File: src/rtl/vga_timing_pkg.sv
// Shared VGA timing sets (640x480@60, 800x600@60) and sync polarity levels.
package vga_timing_pkg;
  localparam bit SYNC_ACTIVE_LOW  = 1'b0;
  localparam bit SYNC_ACTIVE_HIGH = 1'b1;

  localparam int VGA640_H_ACTIVE = 640;
  localparam int VGA640_H_FP     = 16;
  localparam int VGA640_H_SYNC   = 96;
  localparam int VGA640_H_BP     = 48;
  localparam int VGA640_V_ACTIVE = 480;
  localparam int VGA640_V_FP     = 10;
  localparam int VGA640_V_SYNC   = 2;
  localparam int VGA640_V_BP     = 33;
  localparam bit VGA640_H_POL    = SYNC_ACTIVE_LOW;
  localparam bit VGA640_V_POL    = SYNC_ACTIVE_LOW;

  localparam int SVGA800_H_ACTIVE = 800;
  localparam int SVGA800_H_FP     = 40;
  localparam int SVGA800_H_SYNC   = 128;
  localparam int SVGA800_H_BP     = 88;
  localparam int SVGA800_V_ACTIVE = 600;
  localparam int SVGA800_V_FP     = 1;
  localparam int SVGA800_V_SYNC   = 4;
  localparam int SVGA800_V_BP     = 23;
  localparam bit SVGA800_H_POL    = SYNC_ACTIVE_HIGH;
  localparam bit SVGA800_V_POL    = SYNC_ACTIVE_HIGH;

  function automatic logic sync_level(input logic in_window, input bit pol);
    return in_window ? pol : ~pol;
  endfunction
endpackage

File: src/rtl/vga_timing_gen_if.sv
// Raster timing bundle from vga_timing_gen (master) to the pixel pipeline (slave).
interface vga_timing_gen_if #(
  parameter int XW = 10,
  parameter int YW = 10
);
  logic          h_sync;
  logic          v_sync;
  logic          on_screen;
  logic [XW-1:0] pixel_x;
  logic [YW-1:0] pixel_y;
  logic          line_start;
  logic          frame_start;
  logic          pix_tick;

  modport master (
    output h_sync, v_sync, on_screen, pixel_x, pixel_y, line_start, frame_start, pix_tick
  );
  modport slave (
    input h_sync, v_sync, on_screen, pixel_x, pixel_y, line_start, frame_start, pix_tick
  );
endinterface

File: src/rtl/vga_axis_counter.sv
// One raster axis: position counter wrapping at ACTIVE+FP+SYNC+BP, plus combinational
// active-region and sync-window decode of the current count.
module vga_axis_counter
  import vga_timing_pkg::*;
#(
  parameter int ACTIVE = 640,
  parameter int FP     = 16,
  parameter int SYNC   = 96,
  parameter int BP     = 48,
  parameter bit POL    = SYNC_ACTIVE_LOW,
  parameter int W      = $clog2(ACTIVE + FP + SYNC + BP)
) (
  input  logic         CLK,
  input  logic         RST,
  input  logic         inc,
  output logic [W-1:0] count,
  output logic         wrap,
  output logic         active,
  output logic         sync
);
  localparam int TOTAL = ACTIVE + FP + SYNC + BP;

  logic [W-1:0] r_count;

  always_ff @(posedge CLK or posedge RST) begin
    if (RST) begin
      r_count <= '0;
    end else if (inc) begin
      r_count <= wrap ? '0 : r_count + 1'b1;
    end
  end

  assign count  = r_count;
  assign wrap   = (r_count == W'(TOTAL - 1));
  assign active = (r_count < W'(ACTIVE));
  assign sync   = sync_level((r_count >= W'(ACTIVE + FP)) && (r_count < W'(ACTIVE + FP + SYNC)), POL);
endmodule

File: src/rtl/vga_timing_gen.sv
// VGA raster timing: two axis counters feed a registered decode stage, so all outputs lag the counters by one tick.
// VGA_TIMING_PRESCALE_EN adds a CLK_DIV prescaler for pix_tick; without it every CLK is a tick.
module vga_timing_gen
  import vga_timing_pkg::*;
#(
  parameter int H_ACTIVE = VGA640_H_ACTIVE,
  parameter int H_FP     = VGA640_H_FP,
  parameter int H_SYNC   = VGA640_H_SYNC,
  parameter int H_BP     = VGA640_H_BP,
  parameter int V_ACTIVE = VGA640_V_ACTIVE,
  parameter int V_FP     = VGA640_V_FP,
  parameter int V_SYNC   = VGA640_V_SYNC,
  parameter int V_BP     = VGA640_V_BP,
  parameter bit H_POL    = VGA640_H_POL,
  parameter bit V_POL    = VGA640_V_POL,
  parameter int CLK_DIV  = 1
) (
  input  logic             CLK,
  input  logic             RST,
  vga_timing_gen_if.master vga
);
  localparam int H_TOTAL = H_ACTIVE + H_FP + H_SYNC + H_BP;
  localparam int V_TOTAL = V_ACTIVE + V_FP + V_SYNC + V_BP;
  localparam int XW      = $clog2(H_TOTAL);
  localparam int YW      = $clog2(V_TOTAL);

  logic          w_tick;
  logic          w_v_inc;
  logic [XW-1:0] w_hc;
  logic [YW-1:0] w_vc;
  logic          w_h_wrap, w_v_wrap;
  logic          w_h_act, w_v_act;
  logic          w_h_sync, w_v_sync;

`ifdef VGA_TIMING_PRESCALE_EN
  localparam int DW = (CLK_DIV > 1) ? $clog2(CLK_DIV) : 1;

  logic [DW-1:0] r_div;

  always_ff @(posedge CLK or posedge RST) begin
    if (RST) begin
      r_div <= '0;
    end else if (w_tick) begin
      r_div <= '0;
    end else begin
      r_div <= r_div + 1'b1;
    end
  end

  assign w_tick = ~RST & (r_div == DW'(CLK_DIV - 1));
`else
  assign w_tick = ~RST;
`endif

  vga_axis_counter #(
    .ACTIVE(H_ACTIVE), .FP(H_FP), .SYNC(H_SYNC), .BP(H_BP), .POL(H_POL), .W(XW)
  ) u_h_axis (
    .CLK(CLK), .RST(RST), .inc(w_tick), .count(w_hc),
    .wrap(w_h_wrap), .active(w_h_act), .sync(w_h_sync)
  );

  assign w_v_inc = w_h_wrap & w_tick;

  vga_axis_counter #(
    .ACTIVE(V_ACTIVE), .FP(V_FP), .SYNC(V_SYNC), .BP(V_BP), .POL(V_POL), .W(YW)
  ) u_v_axis (
    .CLK(CLK), .RST(RST), .inc(w_v_inc), .count(w_vc),
    .wrap(w_v_wrap), .active(w_v_act), .sync(w_v_sync)
  );

  // r_at_line/r_at_origin flag that the counters sit at x=0 / (0,0) this tick,
  // replacing wide zero compares with the wrap flags of the previous tick.
  logic          r_at_line, r_at_origin;
  logic [XW-1:0] r_x;
  logic [YW-1:0] r_y;
  logic          r_on, r_ls, r_fs, r_hs, r_vs;

  always_ff @(posedge CLK or posedge RST) begin
    if (RST) begin
      r_at_line   <= 1'b1;
      r_at_origin <= 1'b1;
      r_x         <= '0;
      r_y         <= '0;
      r_on        <= 1'b0;
      r_ls        <= 1'b0;
      r_fs        <= 1'b0;
      r_hs        <= ~H_POL;
      r_vs        <= ~V_POL;
    end else if (w_tick) begin
      r_at_line   <= w_h_wrap;
      r_at_origin <= w_h_wrap & w_v_wrap;
      r_x         <= w_hc;
      r_y         <= w_vc;
      r_on        <= w_h_act & w_v_act;
      r_ls        <= r_at_line;
      r_fs        <= r_at_origin;
      r_hs        <= w_h_sync;
      r_vs        <= w_v_sync;
    end
  end

  assign vga.h_sync      = r_hs;
  assign vga.v_sync      = r_vs;
  assign vga.on_screen   = r_on;
  assign vga.pixel_x     = r_x;
  assign vga.pixel_y     = r_y;
  assign vga.line_start  = r_ls;
  assign vga.frame_start = r_fs;
  assign vga.pix_tick    = w_tick;
endmodule

File: src/flat_wrapper.sv
// flat-port wrapper written by rule: the top's interface ports become plain ports
module vga_timing_gen_flat import vga_timing_pkg::*;
#(
  parameter int H_ACTIVE = VGA640_H_ACTIVE,
  parameter int H_FP     = VGA640_H_FP,
  parameter int H_SYNC   = VGA640_H_SYNC,
  parameter int H_BP     = VGA640_H_BP,
  parameter int V_ACTIVE = VGA640_V_ACTIVE,
  parameter int V_FP     = VGA640_V_FP,
  parameter int V_SYNC   = VGA640_V_SYNC,
  parameter int V_BP     = VGA640_V_BP,
  parameter bit H_POL    = VGA640_H_POL,
  parameter bit V_POL    = VGA640_V_POL,
  parameter int CLK_DIV  = 1
)
  (CLK, RST, vga_h_sync, vga_v_sync, vga_on_screen, vga_pixel_x, vga_pixel_y, vga_line_start, vga_frame_start, vga_pix_tick);
  vga_timing_gen_if #(.XW(10), .YW(10)) vga_i ();
  input  logic CLK;
  input  logic RST;
  output wire logic [$bits(vga_i.h_sync)-1:0] vga_h_sync;
  output wire logic [$bits(vga_i.v_sync)-1:0] vga_v_sync;
  output wire logic [$bits(vga_i.on_screen)-1:0] vga_on_screen;
  output wire logic [$bits(vga_i.pixel_x)-1:0] vga_pixel_x;
  output wire logic [$bits(vga_i.pixel_y)-1:0] vga_pixel_y;
  output wire logic [$bits(vga_i.line_start)-1:0] vga_line_start;
  output wire logic [$bits(vga_i.frame_start)-1:0] vga_frame_start;
  output wire logic [$bits(vga_i.pix_tick)-1:0] vga_pix_tick;
  assign vga_h_sync = vga_i.h_sync;
  assign vga_v_sync = vga_i.v_sync;
  assign vga_on_screen = vga_i.on_screen;
  assign vga_pixel_x = vga_i.pixel_x;
  assign vga_pixel_y = vga_i.pixel_y;
  assign vga_line_start = vga_i.line_start;
  assign vga_frame_start = vga_i.frame_start;
  assign vga_pix_tick = vga_i.pix_tick;
  vga_timing_gen #(.H_ACTIVE(H_ACTIVE), .H_FP(H_FP), .H_SYNC(H_SYNC), .H_BP(H_BP), .V_ACTIVE(V_ACTIVE), .V_FP(V_FP), .V_SYNC(V_SYNC), .V_BP(V_BP), .H_POL(H_POL), .V_POL(V_POL), .CLK_DIV(CLK_DIV)) u_core (.CLK(CLK), .RST(RST), .vga(vga_i));
endmodule
File: config.mk
export PLATFORM = sky130hd
export DESIGN_NAME = vga_timing_gen_flat
export DESIGN_NICKNAME = d
export VERILOG_FILES = /design/src/rtl/vga_timing_pkg.sv /design/src/rtl/vga_timing_gen_if.sv /design/src/rtl/vga_axis_counter.sv /design/src/rtl/vga_timing_gen.sv /design/src/flat_wrapper.sv
export SDC_FILE = /design/constraint.sdc
export NUM_CORES = 1
export LEC_CHECK = 0
export CAP_MARGIN = 30
export CORE_UTILIZATION = 54
export DETAILED_ROUTE_END_ITERATION = 8
export PLACE_DENSITY = 0.78
export SLEW_MARGIN = 20
export SYNTH_ARGS = -nofsm -noshare
export SYNTH_HDL_FRONTEND = slang
export SYNTH_HIERARCHICAL = 1
export SYNTH_SLANG_ARGS = --single-unit
export TNS_END_PERCENT = 1
File: constraint.sdc
create_clock -name CLK -period 2.7 [get_ports CLK]
set_input_delay 0.27 -clock CLK [delete_from_list [all_inputs] [get_ports CLK]]
set_output_delay 0.27 -clock CLK [all_outputs]
set_load 0.1 [all_outputs]
* Yosys cells after proc, flatten, opt, wreduce, memory -nomap -nowiden
Cells that the tools add are included. W data, S select, Z words.
Word-level totals: output and inout port bits 26, register bits after elaboration 47, input bits 2, word-level logic and storage cells 31
Cells by class: add/sub/neg operators 2, magnitude comparators 6, reduce and logical (&&, ||, !) cells 2, multiplexer cells 4, equality and inequality tests 2, bitwise gates (word level) 4
Operator list (count):
- $add A10 B1 Y10 const B | 2
- $eq A10 B10 Y1 const B | 2
- $lt A10 B10 Y1 const B | 2
- $lt A10 B9 Y1 const B | 2
- $mux W10 | 2
- $ge A10 B10 Y1 const B | 1
- $ge A10 B9 Y1 const B | 1
- $and A1 B1 Y1 | 3
- $logic_and A1 B1 Y1 | 2
- $mux W1 | 2
- $not A1 Y1 | 1

* Logic depth before layout (Yosys ltp)
Gate-level depths: netlist of run 1.
word-level depth 3, mapped depth 8, gate-level depth less buffers 7

* Hierarchy
The synthesis of run 1 kept the hierarchy.
Modules (own cells, without submodules):
- vga_timing_gen | area an instance 1027.2 um^2, seq. area each 680.7 um^2, instances 1, cells each 63
- vga_axis_counter (u_core.u_h_axis) | area an instance 579.3 um^2, seq. area each 250.2 um^2, instances 1, cells each 60
- vga_axis_counter (u_core.u_v_axis) | area an instance 564.3 um^2, seq. area each 250.2 um^2, instances 1, cells each 57

* Worst setup path after synthesis of run 1
Ideal clock, no wire load.
kind input to register, from input RST, to register u_core.u_h_axis.r_count[9] (netlist: u_core/u_h_axis/count[9]), slack 0.000 ns, data required time 2.623 ns, arrival time 2.622 ns, setup time 0.077 ns, stages 6, buffers on the path 2, cell sequence buf_6 inv_1 buf_4 nand4_2 or4_1 a21oi_1
RTL lines:
- from (decl) | RTL line flat_wrapper.sv:19 | input logic RST;
- to (signal assigned) | RTL line vga_axis_counter.sv:29 | r_count <= wrap ? '0 : r_count + 1'b1;
- to (decl) | RTL line vga_axis_counter.sv:23 | logic [W-1:0] r_count;

* Worst setup path in the final report of run 1
from register u_core.u_h_axis.r_count[6] (netlist: u_core/u_h_axis/count[6]), to register u_core.u_v_axis.r_count[9] (netlist: u_core/u_v_axis/count[9])
On the way: word-level cells in the longest chain between the ends 2
Ends and longest elaborated chain:
- $eq A10 B10 Y1 | RTL line vga_axis_counter.sv:34 | assign wrap = (r_count == W'(TOTAL - 1));
- net u_core.w_h_wrap | RTL line vga_timing_gen.sv:31 | logic w_h_wrap, w_v_wrap;
- $and A1 B1 Y1 | RTL line vga_timing_gen.sv:62 | assign w_v_inc = w_h_wrap & w_tick;
- net u_core.w_v_inc | RTL line vga_timing_gen.sv:28 | logic w_v_inc;
- to (signal assigned) | RTL line vga_axis_counter.sv:29
- to (decl) | RTL line vga_axis_counter.sv:23
The timed path passes the listed nets, and every way through them passes these cells. A chain may end at the register's enable or synchronous reset.

==> summary.txt, run 1 <==
Clocking
  • Postcts setup bufs: 0
  • H-tree levels: 2
  • Clk slew on worst S/H paths: 80 ps
  • CTS Sinks: 47
  • Post-cts hold buffer count: 0
  • Clock buffer count from CTS: 5
  • CTS resizes: 0
  • Worst-Skew Late Latency: 290 ps
  • TritonCTS clock tree: done
  • Root Driver: clkbuf_8
  • Clk buf depth: 2

Die
  • Die Area: 4280 um^2
  • Core area: 3770 um^2
  • Site Rows: 22
  • Initial cell density of the core: 0.576
  • Die X: 65.4 um
  • I/O Pins: 28
  • Vert. Die Dim: 65.4 um

Route
  • DRC: 0
  • First drt pass iteration count: 4
  • Total wire length: 4.04 mm
  • Via count: 1488
  • Initial drt markers: 40
  • Detailed-route wire length per cell: 15.3 um
  • Final ANT Viol Nets: 0
  • Vias/cell: 5.66

STA
  • Final Slew Violations: 0
  • Max Fclk: 409 MHz
  • Worst slew pin tran: 398 ps
  • Setup violators final: 0
  • Endpoints failing hold: 0
  • Setup TNS: 0 ps
  • Unrepaired setup endpoints after global routing: false
  • Crit path time final: 2450 ps
  • Clock Skews: 6.34 ps
  • Relative slew slack: 0.734
  • Period utilization: 0.906

Pwr
  • Combinational share of power: 0.314
  • Max IR drop VDD: 0.711 mV
  • Reg power frac: 0.464
  • PwrDens: 753 nW/um^2
  • Clock share of power: 0.223
  • Net Sw Frac: 0.397
  • Pleak: 1.16 nW
  • Internal power: 1.15 mW
  • Switching power: 756 uW

Layout
  • Layout Utilization: 0.672
  • Area grow syn2layout: 16.7%
  • # diodes: 0
  • Nets@finish: 220
  • Final Instance Area: 2530 um^2
  • Layout cell share with drive strength beyond 1: 0.349

Place
  • GP Congestion: 0.845
  • Port Buffers: 27
  • Area post-placement: 2440 um^2
  • Final HPWL DP: 2.97 mm

Global routing
  • First-pass GRT wire length: 7.13 mm
  • Grt total ovfl: 0
  • Vias in the first global route: 1534
  • Initial antenna violation count: 0
  • Largest net degree at the start of global routing: 23
  • All-Layer GR Usage: 0.222

Logic synthesis
  • Syn Nets: 186
  • Syn Inst Count: 180
  • Cell Area, Synth: 2170 um^2
  • Post-Syn Area per Cell: 12.1 um^2
  • Synthesized flop and latch total: 47
  • Unique masters post-synth: 40
  • Synth area leader: dfrtp_1
  • Most area-consuming cells after synthesis: dfrtp_1 (50%), mux2_2 (12%), dfstp_2 (4.8%)
  • Yosys top cell area share: 0.496
  • Register area share after synthesis: 0.544
  • Yosys synthesis warning count: 6

Setup path
  • CP Launch Type: register
  • Peak fanout along the critical path: 7
  • WS Path Type: reg -> reg
  • Reg2Reg Depth: 6
  • WP data required: 2920 ps
  • Critical path capture point type: register
  • Arr. time, crit path: 2660 ps

Min path
  • Hold WC Path Type: in -> async

Outcome
  • Outcome: completed

Job
  • Max cap viols: 0
sequential cells by signal (all words and copies together) (netlist names):
signal,flops
u_core/r_at_line,1
u_core/r_at_origin,1
u_core/u_h_axis/count,10
u_core/u_v_axis/count,10
u_core/vga.frame_start,1
u_core/vga.h_sync,1
u_core/vga.line_start,1
u_core/vga.on_screen,1
u_core/vga.pixel_x,10
u_core/vga.pixel_y,10
u_core/vga.v_sync,1
Yosys cell counts (all sizes together):
master  number
o311ai       4
dfstp        4
o31ai        2
a21oi        2
or3          3
o221ai       1
nand3        8
o22ai        1
o211ai       2
ha           4
or3b         1
nand4b       1
clkbuf       1
nor2b        1
or4          2
nor3         4
dfrtp       43
nand2b       2
and3         2
xnor2        5
a22oi        1
and4         2
o21ai        8
nand4        7
nor4         2
or4b         1
xor2         3
inv         11
and2         1
mux2        24
buf          4
nor2         4
nand2       18
a21o         1
metal layers:
| layer | share of wire | track usage |
|---|---|---|
| met2 | 0.48 | 0.357 |
| met5 | 0 | 0 |
| met1 | 0.47 | 0.296 |
| met3 | 0.043 | 0.0521 |
| met4 | 0.011 | 0.0707 |
path summary, 6_finish.rpt:
kind | start | endpoint | slack, ps
worst max-delay path | u_core/u_h_axis/count[6] | u_core/u_v_axis/count[9] | 250
worst min-delay path | RST | u_core/u_v_axis/count[7] | 460
worst max register to register | u_core/u_h_axis/count[6] | u_core/u_v_axis/count[9] | 250
worst min register to register | u_core/r_at_origin | u_core/r_at_origin | 500
max in group asynchronous | RST | u_core/u_h_axis/count[7] | 1710
min in group CLK | u_core/r_at_origin | u_core/r_at_origin | 500
per-stage QoR:
stage | hold WS, ps | total power [mW] | instances | setup slack (ps)
finish | 460 | 1.91 | 263 | 253
global route | 491 | 2.00 | 263 | 169
global placement | 469 | 1.48 | 255 | 352
CTS | 469 | 1.92 | 263 | 287
detailed placement | 489 | 1.50 | 255 | 306
floorplan | 110 | 1.36 | 180 | 0.413
logic make-up (layout without fill, tap and decap cells):
family / after synthesis / after routing / share of synthesized area
xor+xnor: 8 / 8 / 0.0323
simple gates: 59 / 59 / 0.160
fa+ha+maj: 4 / 4 / 0.0231
compound gates: 22 / 22 / 0.0761
mux: 24 / 24 / 0.124
flops: 47 / 47 / 0.544
buf+inv: 16 / 51 / 0.0398
cell usage in the layout (no fill, tap or decap), drive strengths merged:
cell type      count
or3b               1
nor4               2
nand3              8
and2               1
mux2              24
nand2b             2
nand4              7
clkdlybuf4s50      1
buf               31
xor2               3
a21o               1
dfrtp             43
o22ai              1
o221ai             1
and3               2
dfstp              4
and4               2
o31ai              2
o211ai             2
nor2               4
nor2b              1
o21ai              8
clkinv             1
inv               11
ha                 4
o311ai             4
clkbuf             7
nand4b             1
xnor2              5
nand2             18
a22oi              1
or4b               1
a21oi              2
or4                2
or3                3
nor3               4
power groups by stage:
stage               sequential (mW)  clock, mW  combinational [mW]
global route                  0.901      0.465               0.632
detailed placement            0.898          0               0.600
CTS                           0.885      0.436               0.602
finish                        0.884      0.424               0.598
floorplan                      1.17          0               0.189
global placement              0.889          0               0.592
final cells by class:
| class | instances | area (um^2) |
|---|---|---|
| flip-flops and latches | 47 | 1180 |
| clock buffers | 7 | 86.3 |
| inverters | 11 | 41.3 |
| repair buffers | 32 | 255 |
| fillers | 289 | 1240 |
| clock inverters | 1 | 5.00 |
| well taps | 48 | 60.1 |
| multi-input cells | 117 | 903 |
critical path, stage by stage, from the launching register on:
cell and delay (ps):
dfrtp_1 460, or4b_4 610, nor3_1 260, nor2b_1 230
nand4_2 150, or4_1 510, a22oi_2 160
(Power assumes the default switching activity.)
==> run 2, diff against run 1 <==
Settings changed: CTS_CLUSTER_SIZE set to 28.
==> results of run 2 <==
Final layout, timing and power as in run 1 (identical DEF).
